===== config.mk =====
export PLATFORM = sky130hd
export DESIGN_NAME = kim_stream_fifo
export DESIGN_NICKNAME = d
export VERILOG_FILES = /design/src/rtl/kim_stream_fifo.sv
export SDC_FILE = /design/constraint.sdc
export NUM_CORES = 1
export LEC_CHECK = 0
export BUFFER_PORTS_ARGS = -buffer_cell sky130_fd_sc_hd__clkbuf_2
export CORE_MARGIN = 3
export CORE_UTILIZATION = 60
export DETAILED_ROUTE_END_ITERATION = 16
export PLACE_DENSITY = 0.84
export SLEW_MARGIN = 15
export SYNTH_ARGS = -nofsm -noshare
export SYNTH_HDL_FRONTEND = slang
export SYNTH_SLANG_ARGS = --single-unit

===== constraint.sdc =====
create_clock -name clk -period 4 [get_ports clk]
set_input_delay 0.6 -clock clk [delete_from_list [all_inputs] [get_ports clk]]
set_output_delay 0.6 -clock clk [all_outputs]
set_load 0.02 [all_outputs]

===== src/rtl/kim_stream_fifo.sv =====
// kim_stream_fifo: valid/ready stream FIFO with a DEPTH-entry RAM and a
// registered output stage. It holds up to DEPTH+1 words in total.
//
// Handshake: a word moves on a rising edge exactly when valid and ready are
// both high on that edge. s_ready comes only from the registered pointers
// (and rst), so it never depends on m_ready. m_valid and m_data come straight
// from flops. Once m_valid is high, m_data stays stable and m_valid stays
// high until a word is accepted with m_valid & m_ready.
module kim_stream_fifo #(
    parameter int DATA_WIDTH = 8,
    parameter int ADDR_WIDTH = 4
) (
    input  logic                  clk,
    input  logic                  rst,
    input  logic                  s_valid,
    output logic                  s_ready,
    input  logic [DATA_WIDTH-1:0] s_data,
    output logic                  m_valid,
    input  logic                  m_ready,
    output logic [DATA_WIDTH-1:0] m_data,
    output logic [ADDR_WIDTH:0]   count,
    output logic                  empty
);

    localparam int DEPTH = 1 << ADDR_WIDTH;
    // Pointer difference that means the RAM is full. The wrap bit is set and
    // the index bits are zero.
    localparam logic [ADDR_WIDTH:0] RAM_DEPTH = {1'b1, {ADDR_WIDTH{1'b0}}};

    logic [DATA_WIDTH-1:0] r_mem [DEPTH];
    logic [ADDR_WIDTH:0]   r_wr_ptr;
    logic [ADDR_WIDTH:0]   r_rd_ptr;
    logic                  r_m_valid;
    logic [DATA_WIDTH-1:0] r_m_data;

    logic [ADDR_WIDTH:0]   w_ram_used;
    logic                  w_ram_full;
    logic                  w_ram_empty;
    logic                  w_wr_en;
    logic                  w_load;
    logic                  w_unload;

    // Occupancy is decoded from the registered pointers. The extra MSB tells full apart from empty.
    assign w_ram_used  = r_wr_ptr - r_rd_ptr;
    assign w_ram_full  = (w_ram_used == RAM_DEPTH);
    assign w_ram_empty = (r_wr_ptr == r_rd_ptr);

    assign s_ready  = ~w_ram_full & ~rst;
    assign w_wr_en  = s_valid & s_ready;
    // The output register loads from RAM whenever it is free or is being
    // emptied this edge. Only words already in RAM can load, so there is no bypass.
    assign w_load   = ~w_ram_empty & (~r_m_valid | m_ready);
    assign w_unload = r_m_valid & m_ready & ~w_load;

    assign m_valid = r_m_valid;
    assign m_data  = r_m_data;
    assign count   = w_ram_used + {{ADDR_WIDTH{1'b0}}, r_m_valid};
    assign empty   = (count == '0);

    // RAM write port. Contents are not reset. Only entries written after reset can ever be read out.
    always_ff @(posedge clk) begin
        if (w_wr_en) begin
            r_mem[r_wr_ptr[ADDR_WIDTH-1:0]] <= s_data;
        end
    end

    // Pointers and the output register. Write and load update independently.
    always_ff @(posedge clk or posedge rst) begin
        if (rst) begin
            r_wr_ptr  <= '0;
            r_rd_ptr  <= '0;
            r_m_valid <= 1'b0;
            r_m_data  <= '0;
        end else begin
            if (w_wr_en) begin
                r_wr_ptr <= r_wr_ptr + 1'b1;
            end
            if (w_load) begin
                r_m_data  <= r_mem[r_rd_ptr[ADDR_WIDTH-1:0]];
                r_m_valid <= 1'b1;
                r_rd_ptr  <= r_rd_ptr + 1'b1;
            end else if (w_unload) begin
                r_m_valid <= 1'b0;
            end
        end
    end

endmodule

==> results.cfg <==
[power_and_ir_drop]
sequentialPowerShare_pct = 34.3
p_clk_share_pct = 27.3
internal_power_mw = 3.620
swShare_pct = 36.18
ir_worst_vdd_mv = 0.5801
p_leak_nw = 2.501
powerDensity_nw_per_um2 = 824.6
power.switching_mw = 2.052
p_comb_share_pct = 38.3

[die]
io_pins = 28
fp-row-count = 35
die_h_um = 106.1
fp.dieArea_sq_um = 11250
core_sq_um = 9503
die_x_um = 106.1
initial_utilization_pct = 63.21

[timing]
fin_ws_ps = 177.4
worst_slew_pin_slew_ps = 759.3
skew_ps = 9.014
fin_crit_ps = 3823
slew_headroom_pct = 49.32
fmax_ghz = 0.2616
hold_ws_ps = 223.9
slew_viol_final = 0
finalHoldViolations = 0
rsz0062_at_grt = false
fin_setup_tns_ps = 0
setup_violations = 0
period_share_pct = 95.57

[grt]
antenna_found_initial = 0
grt_max_degree = 36
grt_pass1_wl_mm = 18.21
grt_pass1_vias = 3217
grt_overflow_total = 0
track_usage_pct = 22.45

[finish]
final_util_pct = 72.39
syn2layout_area_growth_pct = 14.52
fin_area_sq_um = 6879
nFillCells = 548
layout-drive-gt1-share_pct = 26.88
final_common_cell = edfxtp_1
antenna_cells = 0
final_cell_mix = 128 x edfxtp_1, 32 x mux4_2, 27 x clkbuf_2, 19 x nand2_1, 18 x dfrtp_1
nNetsFinal = 383

[placement]
place_ws_ps = 855.4
placed_area_sq_um = 6295
io_buffers = 27
dp_hpwl_mm = 7.010
gp_congestion = 0.7678

[clocking]
worstSkewPairLatency_ps = 520
cts_tree = built
hold_buffers = 0
clockRootBuffer = clkbuf_8
h-tree-depth = 4
clock_sinks = 147
cts_resized = 0
numCtsBuffers = 17
clockBufferDepth = 2
clk_pin_slew_ps = 70
cts_setup_buffers = 0

[outcome]
status = finished, final reports clean

[synth]
synth_seq_cells = 147
synth_cells = 319
syn_area_sq_um = 6007
ys.flop_type = edfxtp_1
syn-num-nets = 343
ys_warn_count = 0
ys_seq_area_share_pct = 71.90
synth-edff-count = 128
async_flop_share_pct = 12.93
synth_cell_types = 31
synth_area_per_cell_sq_um = 18.83

[setup_path]
required_ps = 3400
critPathKind = flip-flop to output pin
worstPathArrival_ps = 3220
crit_fanout = 6
cpMaxStageDelayCell = xnor2_1
path_cells = inv_1 > ha_1 > fa_1 > xnor2_1 > nand2_1 > nor4_1 > nor2_1 > or3_1 > nand2_1 > clkbuf_2
r2r_cells = 8
cp_common_cell = nand2_1
start_kind = flip-flop
end_kind = output pin
slowest_delay_ps = 420

[drt]
dr_total_vias = 3086
routed_wl_mm = 11.59
vias_per_cell = 6.160
dr.pass1.iters = 5
drtAntennaViolNets = 0
wl_per_cell_um = 23.14
drt_first_iter_violations = 329
drc = 0

[worst_hold_path]
hold_class = primary input to asynchronous set/reset pin

[flow_run]
cap_violations = 0
-- power by group through the flow --
stage	combinational (mW)	clock (mW)	sequential, mW
after CTS	2.17	1.57	1.95
after detailed placement	2.13	0	1.98
after global routing	2.36	1.65	1.96
final	2.17	1.55	1.95
after global placement	2.09	0	1.96
after floorplan	1.55	0	2.00
-- worst max-delay path, delay by kind of cell (launching register included) --
kind	cells	cell delay [ps]
DFF	1	390
xor gates and xnor gates	1	420
and+or+nand+nor	5	960
adders and majority gates	2	650
buffers and inverters	2	270
-- synth_stat cells, types with 3 or more instances --
library cell | instances | area share [%]
o21ai_0 | 3 | 0.25
nand2_1 | 19 | 1.2
dfrtp_1 | 19 | 7.9
nor2_1 | 6 | 0.37
clkbuf_1 | 4 | 0.25
xnor2_1 | 12 | 1.7
nor2b_1 | 3 | 0.31
buf_2 | 5 | 0.42
inv_1 | 9 | 0.56
nor3_1 | 3 | 0.25
edfxtp_1 | 128 | 64
and3_1 | 15 | 1.6
xor2_1 | 4 | 0.58
ha_1 | 11 | 2.3
nand4_1 | 3 | 0.31
nand3_1 | 3 | 0.25
mux2i_1 | 16 | 2.7
o221ai_1 | 8 | 1.2
mux4_2 | 32 | 12
-- sequential cells by signal, summed over array words and instances, names as in the netlist --
| name | flops |
|---|---|
| r_mem | 128 |
| m_data | 8 |
| r_rd_ptr | 5 |
| r_wr_ptr | 5 |
| m_valid | 1 |
-- layout make-up --
cell class	instances	area, sq um	share of cell area [%]
clock inverters	15	170.2	2.474
flip-flops and latches	147	4320	62.80
well taps	129	161.4	2.346
inverters	10	37.54	0.5457
clock buffers	17	414.1	6.020
multi-input cells	150	1595	23.19
repair buffers	33	180.2	2.619
-- metrics by stage --
| step | cells | power [mW] |
|---|---|---|
| CTS | 501 | 5.688 |
| finish | 501 | 5.673 |
| global route | 501 | 5.965 |
| detailed placement | 469 | 4.110 |
| floorplan | 319 | 3.551 |
| global placement | 469 | 4.053 |
-- final timing paths --
check | from | to | slack, ps
worst min register to register | r_wr_ptr[4] | r_wr_ptr[4] | 490
worst max register to register | r_wr_ptr[0] | r_mem[8][0] | 830
worst max-delay path | r_wr_ptr[0] | empty | 180
max in group asynchronous | rst | r_rd_ptr[0] | 3250
worst min-delay path | rst | r_wr_ptr[4] | 220
min in group clk | m_ready | m_valid | 340
-- cell families after synthesis --
logic type / count (synthesis) / share of synthesized area, %
multiplexers: 48 / 14.66
flip-flops: 147 / 71.90
adder cells (fa/ha/maj): 12 / 2.624
buffers and inverters: 22 / 1.541
XOR/XNOR: 16 / 2.333
AO/OA/AOI/OAI: 15 / 1.937
AND/OR/NAND/NOR: 59 / 4.999
-- layer usage --
| layer | vias up | wire (um) | GRT usage, % | share of wire, % |
|---|---|---|---|---|
| met3 | 28 | 889 | 6.740 | 7.7 |
| li1 | 1352 | - | - | - |
| met4 | 0 | 237 | 8.696 | 2.0 |
| met2 | 141 | 5708 | 33.97 | 49 |
| met5 | - | 0 | 0 | 0 |
| met1 | 1565 | 4759 | 31.27 | 41 |
Power figures use the tool's default switching activity.
